--- config.mk ---
export PLATFORM = sky130hd
export DESIGN_NAME = pipe_ctrl
export DESIGN_NICKNAME = d
export VERILOG_FILES = /design/src/rtl/pipe_pkg.sv /design/src/rtl/hazard_cmp.sv /design/src/rtl/pipe_ctrl.sv
export SDC_FILE = /design/constraint.sdc
export NUM_CORES = 1
export LEC_CHECK = 0
export ABC_AREA = 1
export CORE_MARGIN = 2
export CORE_UTILIZATION = 46
export CTS_BUF_LIST = sky130_fd_sc_hd__clkbuf_8
export DETAILED_ROUTE_END_ITERATION = 8
export PLACE_DENSITY_LB_ADDON = 0.25
export SLEW_MARGIN = 20
export SYNTH_ARGS = -nofsm -noshare
export SYNTH_HDL_FRONTEND = slang
export SYNTH_HIERARCHICAL = 1
export SYNTH_SLANG_ARGS = --single-unit
--- constraint.sdc ---
create_clock -name clk -period 2.35 [get_ports clk]
set_input_delay 0.47 -clock clk [delete_from_list [all_inputs] [get_ports clk]]
set_output_delay 0.47 -clock clk [all_outputs]
set_load 0.03 [all_outputs]
--- src/rtl/pipe_pkg.sv ---
// pipe_pkg: shared MDU latency defaults, Tuse encoding and control FSM states.
package pipe_pkg;
  localparam int MULT_CYC_DEF = 5;
  localparam int DIV_CYC_DEF = 10;
  localparam logic [1:0] TUSE_NONE = 2'd3;
  typedef enum logic {IDLE = 1'b0, BUSY = 1'b1} mdu_state_e;
endpackage

--- src/rtl/hazard_cmp.sv ---
// hazard_cmp: stalls one D-stage source operand that E or M cannot yet forward in time.
module hazard_cmp
  import pipe_pkg::*;
(
  input  logic [4:0] a_i,
  input  logic [1:0] tuse_i,
  input  logic [4:0] a3_e_i,
  input  logic [1:0] tnew_e_i,
  input  logic [4:0] a3_m_i,
  input  logic [1:0] tnew_m_i,
  output logic       stall_o
);
  logic hit_e, hit_m;
  assign hit_e = (a_i == a3_e_i) && (tnew_e_i > tuse_i);
  assign hit_m = (a_i == a3_m_i) && (tnew_m_i > tuse_i);
  assign stall_o = (a_i != 5'd0) && (tuse_i != TUSE_NONE) && (hit_e || hit_m);
endmodule

--- src/rtl/pipe_ctrl.sv ---
// pipe_ctrl: pipeline stall/flush control with MDU busy tracking.
module pipe_ctrl
  import pipe_pkg::*;
#(
  parameter int MULT_CYC = MULT_CYC_DEF,
  parameter int DIV_CYC  = DIV_CYC_DEF
) (
  input  logic       clk,
  input  logic       reset,
  input  logic [4:0] A1_D,
  input  logic [4:0] A2_D,
  input  logic [1:0] Tuse_rs_D,
  input  logic [1:0] Tuse_rt_D,
  input  logic [4:0] A3_E,
  input  logic [4:0] A3_M,
  input  logic [1:0] Tnew_E,
  input  logic [1:0] Tnew_M,
  input  logic       md_D,
  input  logic       start_E,
  input  logic       div_E,
  input  logic       eret_D,
  input  logic       epc_wr_E,
  input  logic       epc_wr_M,
  input  logic       Req,
  output logic       en_PC,
  output logic       en_FD,
  output logic       clr_DE,
  output logic       busy
);
  if (MULT_CYC < 1 || MULT_CYC > 15 || DIV_CYC < 1 || DIV_CYC > 15) begin : g_bad_param
    $error("pipe_ctrl: MULT_CYC and DIV_CYC must be in 1..15");
  end
  mdu_state_e state_q;
  logic [3:0] cnt_q;
  logic       busy_q;
  logic       stall_rs, stall_rt, stall_md, stall_eret, stall;
  hazard_cmp u_rs (
    .a_i(A1_D), .tuse_i(Tuse_rs_D), .a3_e_i(A3_E), .tnew_e_i(Tnew_E),
    .a3_m_i(A3_M), .tnew_m_i(Tnew_M), .stall_o(stall_rs)
  );
  hazard_cmp u_rt (
    .a_i(A2_D), .tuse_i(Tuse_rt_D), .a3_e_i(A3_E), .tnew_e_i(Tnew_E),
    .a3_m_i(A3_M), .tnew_m_i(Tnew_M), .stall_o(stall_rt)
  );
  assign stall_md   = md_D && (busy_q || start_E);
  assign stall_eret = eret_D && (epc_wr_E || epc_wr_M);
  assign stall      = stall_rs || stall_rt || stall_md || stall_eret;
  // An exception request flushes the pipeline itself, so it overrides any stall.
  assign en_PC  = Req || !stall;
  assign en_FD  = Req || !stall;
  assign clr_DE = !Req && stall;
  assign busy   = busy_q;
  always_ff @(posedge clk or negedge reset) begin
    if (!reset) begin
      state_q <= IDLE;
      cnt_q   <= 4'd0;
      busy_q  <= 1'b0;
    end else if (start_E && !Req) begin
      state_q <= BUSY;
      cnt_q   <= div_E ? 4'(DIV_CYC) : 4'(MULT_CYC);
      busy_q  <= 1'b1;
    end else if (state_q == BUSY) begin
      state_q <= (cnt_q == 4'd1) ? IDLE : BUSY;
      cnt_q   <= cnt_q - 4'd1;
      busy_q  <= cnt_q != 4'd1;
    end
  end
  always_ff @(posedge clk) begin
    if (reset && start_E) assert (state_q != BUSY) else $error("pipe_ctrl: MDU start while busy");
  end
endmodule

**After elaboration in Yosys (flattened, before gate mapping)**

Cells that the tools add are included.

- Flip-flop bits (word level): 6
- Output and inout bits: 4
- Logic and storage cells: 49

- $add $sub $neg: 1
- $lt $le $gt $ge: 4
- Equal/unequal tests: 8
- Mux-type cells: 8
- Reduce and logical (&&, ||, !) cells: 25

Operators with widths:

| operator | count |
|---|---|
| equality test 5 bit | 4 |
| logical AND 1 bit | 12 |
| 2-to-1 mux 4 bit | 3 |
| nonzero test 5 bit | 2 |
| > comparator 2 bit | 4 |
| logical OR 1 bit | 8 |
| 2-to-1 mux 1 bit | 5 |
| equality test 4 x 1 -> 1 bit, second input constant | 1 |
| != test 2 bit, second input constant | 2 |
| != test 4 x 1 -> 1 bit, second input constant | 1 |
| subtractor 4 x 1 -> 4 bit, second input constant | 1 |
| zero test 1 bit | 2 |
| nonzero test 2 bit | 1 |

**Logic depth before layout (Yosys ltp)**

- Word-level depth: 9
- Depth in mapped cells: 13

**Hierarchy**

The synthesis kept the hierarchy.

By module, submodules not included:

| module | times used | cells an instance | area each (um^2) | sequential area each (um^2) |
|---|---|---|---|---|
| hazard_cmp | 2 | 72 | 351.6 | 0.0 |
| pipe_ctrl | 1 | 50 | 384.1 | 150.1 |

**Least setup slack after synthesis**

OpenSTA, ideal clock, no wires.

- Path type: input to output
- Start: input port Tuse_rt_D[1]
- End: output port clr_DE
- Arrival: 1.847 ns
- Required time: 1.880 ns
- Slack: 0.033 ns
- Stages: 13
- Cells stage by stage: inv_1 -> ha_1 -> nand2_1 -> nand2_2 -> nor2_4 -> nand2_1 -> nor2_2 -> nor2_1 -> nor2_1 -> nor2_1 -> nand3_1 -> nand2_1 -> inv_1

- Longest elaborated chain between the ends: 8
- Elaborated cells between the ends (all ways): 12

Ends and longest elaborated chain:

| item | RTL line | source |
|---|---|---|
| start, declared | pipe_ctrl.sv:13 | `input logic [1:0] Tuse_rt_D,` |
| > comparator 2 bit (on tied branches) | hazard_cmp.sv:14, hazard_cmp.sv:15 |  |
| logical AND 1 bit (on tied branches) | hazard_cmp.sv:14, hazard_cmp.sv:15 |  |
| logical OR 1 bit | hazard_cmp.sv:16 | `assign stall_o = (a_i != 5'd0) && (tuse_i != TUSE_NONE) && (hit_e \|\| hit_m);` |
| logical AND 1 bit * | hazard_cmp.sv:16 |  |
| net stall_rt | pipe_ctrl.sv:36 | `logic stall_rs, stall_rt, stall_md, stall_eret, stall;` |
| logical OR 1 bit * (3 in series) | pipe_ctrl.sv:47 | `assign stall = stall_rs \|\| stall_rt \|\| stall_md \|\| stall_eret;` |
| logical AND 1 bit * | pipe_ctrl.sv:51 | `assign clr_DE = !Req && stall;` |
| end, declared | pipe_ctrl.sv:27 | `output logic clr_DE,` |

The timed path passes the listed nets; every way through them passes the cells marked *.

**Worst setup path in the final report**

Same ends and word-level chain as after synthesis.

==> summary.txt <==
Critical path
  – Critical path's top delay family: simple AND/OR/NAND/NOR gates
  – Startpoint Class: input port
  – Most used cell, CP: nor2_1
  – Worst setup EP type: output port
  – CP cell instances: buf_4, inv_4, ha_4, nand2_2, nand2_1, nor2_1, nand2_1, nor2_2, nor2_1, nor2_1, nor2_1, nand3_1, nand2_2, inv_2, buf_6
  – CP required: 1.88 ns
  – CP max stage cell: ha_4
  – Setup CP Type: in -> out
  – CP max FO: 3
  – Crit-path max cell delay: 0.20 ns
  – WP data arrival: 1.78 ns
  – Buf+Inv Stages, Crit Path: 4

Finish
  – Core Util, Final: 74.1%
  – Share of cells above drive strength 1: 29.7%
  – Finished Layout Cells: 264
  – N_diodes: 0
  – Nets: 285
  – Final instance area: 1660 um^2
  – Layout area overhead: 52.2%

Global routing
  – Pin count of the biggest net entering global routing: 9
  – Vias in the first global route: 1107
  – Gr ovfl total: 0
  – Antenna violations before repair: 0
  – Global-route wire length before repair: 4.39 mm
  – All-Layer GR Usage: 21.1%

Timing
  – Fin. max-slew vios: 0
  – Skew final: 0.00348 ns
  – Actual slew at the worst max-slew pin: 0.308 ns
  – Achievable Freq: 0.444 GHz
  – Final setup fails: 0
  – Post-route worst setup slack: 0.0991 ns
  – Final Hold Vio Count: 0
  – Min Tclk post-route: 2.25 ns
  – Final Cycle Share: 95.8%
  – Slew headroom: 79.4%

Placement
  – Placed insts: 261
  – DP Area: 1510 um^2
  – Hpwl dp: 2.16 mm
  – I/O Buffers: 40
  – Routability cong.: 0.801
  – DP Worst Slack: -0.416 ns

Worst hold path
  – Min-delay worst type: in -> async

Clocking
  – H-tree depth: 1
  – Hold bufs inserted after CTS: 0
  – Post-CTS Setup Inserts: 0
  – Worst skew pair latency: 0.22 ns
  – Bufs on Longest Clock Path: 2
  – Cts bufs inserted: 3
  – Clk root buf: clkbuf_8
  – Clock-pin slew on the worst setup and hold paths: 0.04 ns
  – CTS tree: built
  – Clock sink total: 6

Yosys
  – Synth top area cells: nand2_1, inv_1, dfrtp_1
  – Yosys reg bits: 6
  – Synthesized area: 1090 um^2
  – Sequential share of the synthesized area: 13.8%
  – Mean area per synthesized cell: 5.60 um^2
  – Yosys top cell area share: 22.1%
  – Synthesized Nets: 241
  – Synth area leader: nand2_1
  – Synth unique cells: 21
  – Syn Inst Count: 194
  – Synth warn: 6

Pwr
  – P_sw: 0.335 mW
  – Worst IR Drop VDD: 448 uV
  – Clock power frac: 19.6%
  – Seq pwr share: 24.2%
  – Combinational power share: 56.2%
  – Internal power: 0.458 mW
  – Switching share of power: 42.3%
  – P per Cell Area: 479 nW/um^2
  – P_leak: 0.928 nW

Drt
  – TritonRoute pass-1 iters: 4
  – Avg Vias per Cell: 4.58
  – DRC violations left: 0
  – Post-DRT Antenna Nets: 0
  – Met3 Routed Length: 183 um
  – DRT iter0 DRCs: 20
  – Wire length on met1: 1.26 mm
  – Routed WL: 2.81 mm
  – DR top layer: met4
  – Avg WL per Cell: 10.6 um
  – Metal2 WL: 1.35 mm
  – Via count: 1208

Floorplan
  – Top Ports: 41
  – Core Region: 2230 um^2
  – Std cell rows: 17
  – Die Height: 52.6 um
  – Initial Util: 48.7%
  – Die Wd: 52.6 um
  – Die area: 2770 um^2

Flow run
  – Maxcap violations: 0

Status
  – Status: finished clean
[state kept, by name, summed over array words and instances (netlist names)]
name and cells:
cnt_q 4, busy 1, state_q 1
[cells by family after synthesis]
kind of cell	Yosys count	share of synthesized area, %
buffers and inverters	51	18.0
and+or+nand+nor	115	48.6
AOI/OAI and AO/OA	10	6.56
DFF	6	13.8
adders and majority gates	10	11.5
xor gates and xnor gates	2	1.61
[final timing paths]
check,startpoint,end,slack [ns],depth (start not counted)
max reg2reg,cnt_q[1],state_q,1.22,5
max in group asynchronous,reset,cnt_q[1],1.63,1
max,Tuse_rt_D[1],clr_DE,0.1,15
min reg2reg,busy,busy,0.55,2
min,reset,state_q,0.49,1
min in group clk,busy,busy,0.55,2
[layer usage]
| layer | track usage (%) | vias to the layer above |
|---|---|---|
| met3 | 3.71 | 2 |
| met2 | 37.7 | 41 |
| met5 | 0 | - |
| met4 | 1.28 | 0 |
| li1 | - | 656 |
| met1 | 27.4 | 509 |
[cell type report]
class	instances	area, um^2
Fill cell	188	578
Clock buffer	3	41.3
Timing Repair Buffer	40	364
Multi-Input combinational cell	137	872
Inverter	50	193
Sequential cell	6	150
Tap cell	28	35.0
[Yosys cell counts]
| cell type | n |
|---|---|
| ha_1 | 10 |
| nand3_2 | 2 |
| xnor2_1 | 2 |
| o211ai_2 | 1 |
| inv_1 | 43 |
| inv_2 | 7 |
| dfrtp_1 | 6 |
| o21bai_2 | 2 |
| nor2_4 | 2 |
| nand2_2 | 11 |
| nand2_4 | 1 |
| o21ai_0 | 5 |
| a21oi_1 | 1 |
| buf_4 | 1 |
| nand3_1 | 10 |
| o22ai_1 | 1 |
| nor2_2 | 5 |
| nand4_1 | 2 |
| nand2_1 | 64 |
| nor2_1 | 17 |
| nand3b_1 | 1 |
[worst register-to-register path: stages (launching register included)]
cell and delay [ns]:
dfrtp_1 0.37, inv_1 0.10, ha_1 0.15, nand2_1 0.05, o21ai_0 0.22, nand2_1 0.11
[metrics by stage]
stage                     total power, mW  TNS [ns]  hold WS (ns)
final                               0.793         0         0.493
after global routing                0.862   -0.0422         0.517
after CTS                           0.772         0         0.500
after detailed placement            0.609     -1.17         0.534
after global placement              0.597     -1.06         0.535
after floorplan                     0.460         0         0.174
[placed cells by master, fill, tap and decap left out, types with 5 or more instances in the layout]
master,count
nand2_1,58
inv_1,35
dlygate4sd2_1,18
nand2_2,17
nor2_1,14
inv_2,13
nand3_1,10
clkdlybuf4s50_1,9
nor2_2,8
ha_4,8
dfrtp_1,6
o21ai_0,5
buf_6,5
[power groups by stage]
stage / logic (mW) / clock network (mW) / registers [mW]
after floorplan: 0.267 / 0 / 0.193
after global placement: 0.409 / 0 / 0.188
after detailed placement: 0.418 / 0 / 0.191
after CTS: 0.423 / 0.158 / 0.190
after global routing: 0.504 / 0.162 / 0.196
final: 0.446 / 0.156 / 0.192
[timing repair]
item,CTS,global route
pin swaps,21,17
setup endpoints to repair,3,3
gates resized for setup,64,25
No activity file was read; power rests on OpenSTA's default activity.
